==> src/rtl/fft_bin_collector.sv <==
// Collects eight complex FFT bins delivered in index order into a frame,
// tracking the bin with the largest |re|+|im| as samples arrive.
module fft_bin_collector (
   input  logic          clk,
   input  logic          rst,
   input  logic [15:0]   in_re,
   input  logic [15:0]   in_im,
   input  logic [2:0]    in_index,
   input  logic          in_valid,
   output logic [127:0]  frame_re,
   output logic [127:0]  frame_im,
   output logic          frame_valid,
   output logic [2:0]    peak_index,
   output logic [16:0]   peak_mag,
   output logic          seq_error
);

   typedef enum logic {IDLE, COLLECT} state_t;

   state_t        state;
   logic [2:0]    expected;
   logic [127:0]  work_re, work_im;
   logic [127:0]  ins_re, ins_im;
   logic [2:0]    run_idx, nxt_idx;
   logic [16:0]   run_mag, nxt_mag;
   logic [16:0]   in_mag;

   // 17-bit absolute value so that |-32768| = 32768 is representable
   function automatic logic [16:0] abs16(input logic [15:0] v);
      logic [16:0] s;
      s = {v[15], v};
      return s[16] ? (~s + 17'd1) : s;
   endfunction

   assign in_mag = abs16(in_re) + abs16(in_im);

   // Working buffer with the incoming sample already placed, so the final
   // bin can be copied into the presented frame on the same edge.
   always_comb begin
      ins_re = work_re;
      ins_im = work_im;
      ins_re[{in_index, 4'b0000} +: 16] = in_re;
      ins_im[{in_index, 4'b0000} +: 16] = in_im;
      if (in_mag > run_mag) begin
         nxt_idx = in_index;
         nxt_mag = in_mag;
      end else begin
         nxt_idx = run_idx;
         nxt_mag = run_mag;
      end
   end

   always_ff @(posedge clk or negedge rst) begin
      if (!rst) begin
         state       <= IDLE;
         expected    <= '0;
         work_re     <= '0;
         work_im     <= '0;
         run_idx     <= '0;
         run_mag     <= '0;
         frame_re    <= '0;
         frame_im    <= '0;
         frame_valid <= 1'b0;
         peak_index  <= '0;
         peak_mag    <= '0;
         seq_error   <= 1'b0;
      end else begin
         frame_valid <= 1'b0;
         seq_error   <= 1'b0;
         if (in_valid) begin
            case (state)
               IDLE: begin
                  if (in_index == 3'd0) begin
                     work_re  <= ins_re;
                     work_im  <= ins_im;
                     run_idx  <= 3'd0;
                     run_mag  <= in_mag;
                     expected <= 3'd1;
                     state    <= COLLECT;
                  end
               end
               COLLECT: begin
                  if (in_index == expected) begin
                     work_re <= ins_re;
                     work_im <= ins_im;
                     run_idx <= nxt_idx;
                     run_mag <= nxt_mag;
                     if (expected == 3'd7) begin
                        frame_re    <= ins_re;
                        frame_im    <= ins_im;
                        peak_index  <= nxt_idx;
                        peak_mag    <= nxt_mag;
                        frame_valid <= 1'b1;
                        expected    <= '0;
                        state       <= IDLE;
                     end else begin
                        expected <= expected + 3'd1;
                     end
                  end else begin
                     seq_error <= 1'b1;
                     // An out-of-order bin 0 starts a fresh frame immediately
                     if (in_index == 3'd0) begin
                        work_re  <= ins_re;
                        work_im  <= ins_im;
                        run_idx  <= 3'd0;
                        run_mag  <= in_mag;
                        expected <= 3'd1;
                     end else begin
                        expected <= '0;
                        state    <= IDLE;
                     end
                  end
               end
               default: state <= IDLE;
            endcase
         end
      end
   end

endmodule
==> config.mk <==
export PLATFORM = sky130hd
export DESIGN_NAME = fft_bin_collector
export DESIGN_NICKNAME = d
export VERILOG_FILES = /design/src/rtl/fft_bin_collector.sv
export SDC_FILE = /design/constraint.sdc
export NUM_CORES = 1
export LEC_CHECK = 0
export BUFFER_PORTS_ARGS = -buffer_cell sky130_fd_sc_hd__clkbuf_2
export CAP_MARGIN = 20
export CORE_MARGIN = 10
export CORE_UTILIZATION = 40
export DETAILED_ROUTE_END_ITERATION = 6
export GPL_TIMING_DRIVEN = 0
export PLACE_DENSITY = 0.61
export SETUP_SLACK_MARGIN = 0.05
export SLEW_MARGIN = 10
export SYNTH_ARGS = -nofsm -noshare
export SYNTH_HDL_FRONTEND = slang
export SYNTH_SLANG_ARGS = --single-unit
==> constraint.sdc <==
create_clock -name clk -period 2.4 [get_ports clk]
set_clock_uncertainty 0.1 [all_clocks]
set_input_delay 0.48 -clock clk [delete_from_list [all_inputs] [get_ports clk]]
set_output_delay 0.48 -clock clk [all_outputs]
set_load 0.01 [all_outputs]
Word-level counts from Yosys, hierarchy flattened:

Index checks and enable logic that the tools add are counted.

* bits in registers: 558
* bits of input ports: 38
* output and inout bits: 278
* logic and storage cells: 64

* order comparisons: 1
* mux-type cells: 34
* reduce and logical (&&, ||, !) cells: 3
* equal/unequal tests: 3
* shift operators: 3
* bitwise logic cells: 3
* add/sub/neg operators: 5

Operator list (count)
* $mux W128: 4
* $pmux W128 S2: 2
* $bwmux W128: 2
* $shiftx A16 B9 Y128: 2
* $shift A16 B9 Y128 const A: 1
* $mux W17: 5
* $add A17 B1 Y17 const B: 2
* $not A17 Y17: 2
* $pmux W17 S2: 1
* $mux W3: 6
* $add A17 B17 Y17: 1
* $gt A17 B17 Y1: 1
* $pmux W3 S2: 2
* $mux W1: 11
* $neg A7 Y9: 1
* $reduce_and A4 Y1: 1
* $add A3 B1 Y3 const B: 1
* $eq A3 B3 Y1: 1
* $eq A3 B3 Y1 const B: 1
* $logic_not A3 Y1: 1
* $ne A2 B2 Y1 const B: 1
* $pmux W1 S2: 1
* $reduce_and A2 Y1: 1
* $not A1 Y1: 1

Depth between registers and ports, before layout:

* depth after elaboration: 8
* mapped depth: 23

Worst setup path after synthesis:

Ideal clock, no wire load.

* path type: input to register
* from: input port in_im[3]
* to: register run_mag[0]
* data required time: 2.175 ns
* setup time: 0.125 ns
* slack: -2.654 ns
* arrival time: 4.829 ns
* stages on the path: 20
* path through: buf_2 nor4_1 nand2_1 or2_2 or3_1 nor4b_1 ha_1 nor2b_1 and2_1 a221oi_1 o2111ai_1 ha_1 and4_1 and3_1 and3_1 clkbuf_1 a21o_1 a21oi_1 buf_4 mux2_2

* longest elaborated chain between the ends: 8

Ends and longest elaborated chain
* start: declaration: RTL line 7 `input logic [15:0] in_im,`
* $not A17 Y17: RTL line 32 `return s[16] ? (~s + 17'd1) : s;`
* $add A17 B1 Y17: RTL line 32
* $mux W17 *: RTL line 32
* $add A17 B17 Y17 *: RTL line 35 `assign in_mag = abs16(in_re) + abs16(in_im);`
* $gt A17 B17 Y1 *: RTL line 44 `if (in_mag > run_mag) begin`
* $mux W17 *: RTL line 44
* $mux W17 *: RTL line 83 `if (in_index == expected) begin`
* $pmux W17 S2 *: RTL line 71 `case (state)`
* end signal: assignment: RTL line 77 `run_mag <= in_mag;`
* end signal: assignment: RTL line 87 `run_mag <= nxt_mag;`
* end signal: assignment: RTL line 106 `run_mag <= in_mag;`
* end: declaration: RTL line 25 `logic [16:0] run_mag, nxt_mag;`

Every way passes the cells marked *; elsewhere a longest branch is shown, timed or not.
A chain may end at the register's enable or synchronous reset.

Worst setup path in the final report:

* from: input port in_re[6]
* to: register run_mag[12]

* longest elaborated chain between the ends: 8
* elaborated cells on any way between the ends: 9
* those cells by class: add/sub (2); order compare (1); mux (5); bitwise (1)

Ends and longest elaborated chain
* start: declaration: RTL line 6 `input logic [15:0] in_re,`
* $not A17 Y17: RTL line 32
* $add A17 B1 Y17: RTL line 32
* $mux W17 *: RTL line 32
* $add A17 B17 Y17 *: RTL line 35
* $gt A17 B17 Y1: RTL line 44
* $mux W17: RTL line 44
* $mux W17: RTL line 83
* $pmux W17 S2 *: RTL line 71

Marked as above.

==> results by group <==
Outcome
  – Status: finished with violations
  – Failing checks: setup timing

Synth
  – Synthesized cell area: 25300 sq um
  – Unique masters post-synth: 66
  – Dominant cell type by area after synthesis: dfrtp_1
  – Number of synthesized flops with an enable pin: 0
  – Syn Inst Count: between 2000 and 2500
  – Sequential share of the synthesized area: 55.2%
  – Most numerous cell in the Yosys netlist: dfrtp_1
  – Synth top area cells: dfrtp_1, mux2_2, mux2i_1, o21ai_0, nand2_1
  – Avg Synthesized Cell Area: 10.9 sq um
  – FFs w/ async S/R, synth: 100%
  – Primary FF master, synth: dfrtp_1
  – Post-synth top area share: 55.2%
  – Synth cell count leaders: dfrtp_1, nand2_1, o21ai_0
  – YS warnings: 0
  – Seq cells post-synth: around 560
  – Mapped Nets: 2388

Detailed routing
  – Via Count: 19800
  – Vias per cell: roughly 5.4
  – DRC marker count from the first detailed-route iteration: ~1500
  – WL final: 91.0 mm
  – DR WL/cell: around 25 um
  – Detailed-router iteration count before antenna repair: 5
  – Number of remaining DRC errors: 0
  – DRT antenna net count: 0

Min path
  – HP Start: in_im[1]
  – Min-Delay Endpoint: work_im[65]
  – Hold path depth: 2
  – Min-Delay Path Class: input port to flip-flop

Timing
  – Fin. max-slew vios: 0
  – Fin. Hold Viols: 0
  – Hold slack: 122 ps
  – Worst-Margin Slew: 931 ps
  – Final worst slack: -2190 ps
  – Setup Viol. Count Final: 40
  – Worst relative slew slack: 37.9%
  – Fin crit share: 191%
  – Fmax: 218 MHz
  – Post-route minimum period: between 4000 and 5000 ps
  – RSZ-0062 raised after global routing: yes

Placement
  – Pre-CTS setup slack: -3660 ps
  – Placed Cells: 3462
  – Post-DP Area: 28400 sq um
  – Port Buffers: 301
  – Final Wtd Congestion: 0.878
  – DP Wirelength: 65.7 mm

Die
  – CORE AREA: between 60000 and 70000 sq um
  – Die area: around 74000 sq um
  – I/O pin count: 316
  – FP Rows: 92
  – Initial Util: ~40%
  – Die X-Extent: 271 um
  – Die Y: 271 um

GRT
  – Gr ovfl total: 0
  – Antenna violations before repair: 3
  – Vias in the first global route: slightly above 20000
  – Largest net degree at the start of global routing: 106
  – GR peak layer: met2
  – First-pass GRT wire length: 133 mm
  – Met2 Track Usage GR: around two fifths
  – Met3 Use GR: 6.23%
  – Met1 Use GR: 29.2%
  – Tot GR Track Use: 23.7%

Critical path
  – Worst Setup End Kind: flip-flop
  – Reg2Reg Depth: 9
  – Critical Path RT: 2800 ps
  – Worst reg2reg startpoint: run_mag[2]
  – FF-to-FF End: run_mag[12]
  – Worst setup SP type: input port
  – R2r setup slk: -360 ps
  – Critical path class: input port to flip-flop
  – Crit path DAT: 4990 ps
  – Crit path max fanout: 6

Cells and area
  – Filler Cell Count: 5670
  – Final Cell Area: 32500 sq um
  – Post-route insts no fill: 3649
  – Share of layout cells above drive strength 1: 35.2%
  – Nets: 2834
  – Area Growth Syn to Fin: 28.6%

Clocking
  – Reg clk slew, reported paths: 60 ps
  – TritonCTS clock tree: done
  – Clock Latency Late Sink: 620 ps
  – Root Buffer: clkbuf_16
  – Clock Path Buffers: 3
  – H-Tree Depth: 2
  – CTS Sinks: 558
  – Num CTS Buffers: 57

Flow run
  – MaxCap Viol Count: 0

Power
  – Leakage: 16.3 nW
  – Maximum vdd ir drop: roughly 540 uV
  – P per Cell Area: 759 nW/um^2
worst max-delay path, cell delays in order:
cell and delay (ps):
clkbuf_16 130, or4_4 550, or2_4 270, buf_4 150
o41ai_4 260, xnor2_2 240, ha_4 290, a21oi_1 190
o21ai_1 130, a41oi_2 220, xnor2_2 180, ha_1 300
and3_4 180, a221o_1 370, a211oi_2 310, o21a_4 210
a21oi_4 90, buf_6 150, mux2_4 300
layer usage:
layer	vias up	share of wire (%)
met3	162	7.5
met4	2	3.5
met1	10200	40
met5	-	0.0099
li1	8890	-
met2	613	49
worst max path at each step:
stage,startpoint,end,slack [ps],cells past startpoint
final,in_re[6],run_mag[12],-2190,19
after global routing,in_re[6],run_mag[12],-2260,19
after CTS,in_re[4],run_mag[2],-2030,18
after detailed placement,in_im[15],run_mag[8],-3660,18
after global placement,rst,frame_im[72],-12040,1
after floorplan,in_re[4],run_mag[0],-2430,19
what timing repair did:
| item | in CTS | in global routing |
|---|---|---|
| setup buffers | 49 | 24 |
| gates cloned | 5 | 8 |
| hold buffers | 1 | 0 |
| endpoints found under the hold margin | 80 | 0 |
| gates resized for setup | 237 | 166 |
| pin swaps | 49 | 39 |
| endpoints found under the setup margin | 541 | 476 |
sequential cells by signal, summed over array words and instances, names as in the netlist:
signal       count
expected         3
frame_im       128
frame_re       128
frame_valid      1
peak_index       3
peak_mag        17
run_idx          3
run_mag         17
seq_error        1
state            1
work_im        128
work_re        128
logic make-up after synthesis:
family	synth area share, %
AO/OA/AOI/OAI	10.6
XOR/XNOR	1.45
adder cells (fa/ha/maj)	2.01
buffers and inverters	3.92
flip-flops	55.2
multiplexers	17.8
AND/OR/NAND/NOR	9.01
cell usage in the layout, fill, tap and decap left out, types with 5 or more instances in the layout:
cell type  instances
inv_1             28
xnor2_1           14
o21ai_2            8
clkbuf_16         69
ha_4               8
nand3_2            7
ha_1              28
buf_16             7
clkinv_2          11
clkbuf_2         337
a21o_1             5
a31oi_1           13
clkbuf_8          21
o21ai_0          299
nor2_1            93
buf_6             35
clkbuf_4           9
o21ai_1           27
buf_4             63
buf_2             36
nand2_4            6
mux2_4            72
nand3_1           14
xor2_1             7
buf_8             10
nor2_4             6
mux2_2           158
a21oi_1           77
mux2i_1          191
xnor2_2           12
dfrtp_1          556
clkbuf_1          54
buf_12            15
a21oi_2            7
nand2_1          343
nand4_1            8
cell type report:
type / instances / area (sq um) / share of cell area, %
well taps: 846 / 1060 / 3.25
flip-flops and latches: 558 / 14000 / 42.9
clock buffers: 88 / 1720 / 5.30
plain buffers: 182 / 1300 / 4.00
multi-input cells: 1533 / 11500 / 35.4
clock inverters: 16 / 146 / 0.450
diodes: 2 / 5.00 / 0.0154
repair buffers: 390 / 2670 / 8.22
inverters: 34 / 143 / 0.439
per-stage QoR:
| stage | power (W) | setup TNS [ps] | util, % |
|---|---|---|---|
| final | 0.0247 | -84880 | 51.8 |
| after global routing | 0.0257 | -88490 | 51.7 |
| after CTS | 0.0242 | -78470 | 50.5 |
| after detailed placement | 0.0146 | -413320 | 45.2 |
| after global placement | 0.0145 | -7079310 | 44.9 |
| after floorplan | 0.0133 | -89370 | - |
where the power goes:
group,internal [W],switching (W)
registers,0.0101,0.000436
clock network,0.00504,0.00383
logic,0.00245,0.00278
total,0.0176,0.00704
Note: power is estimated with default switching activity, not from simulation.
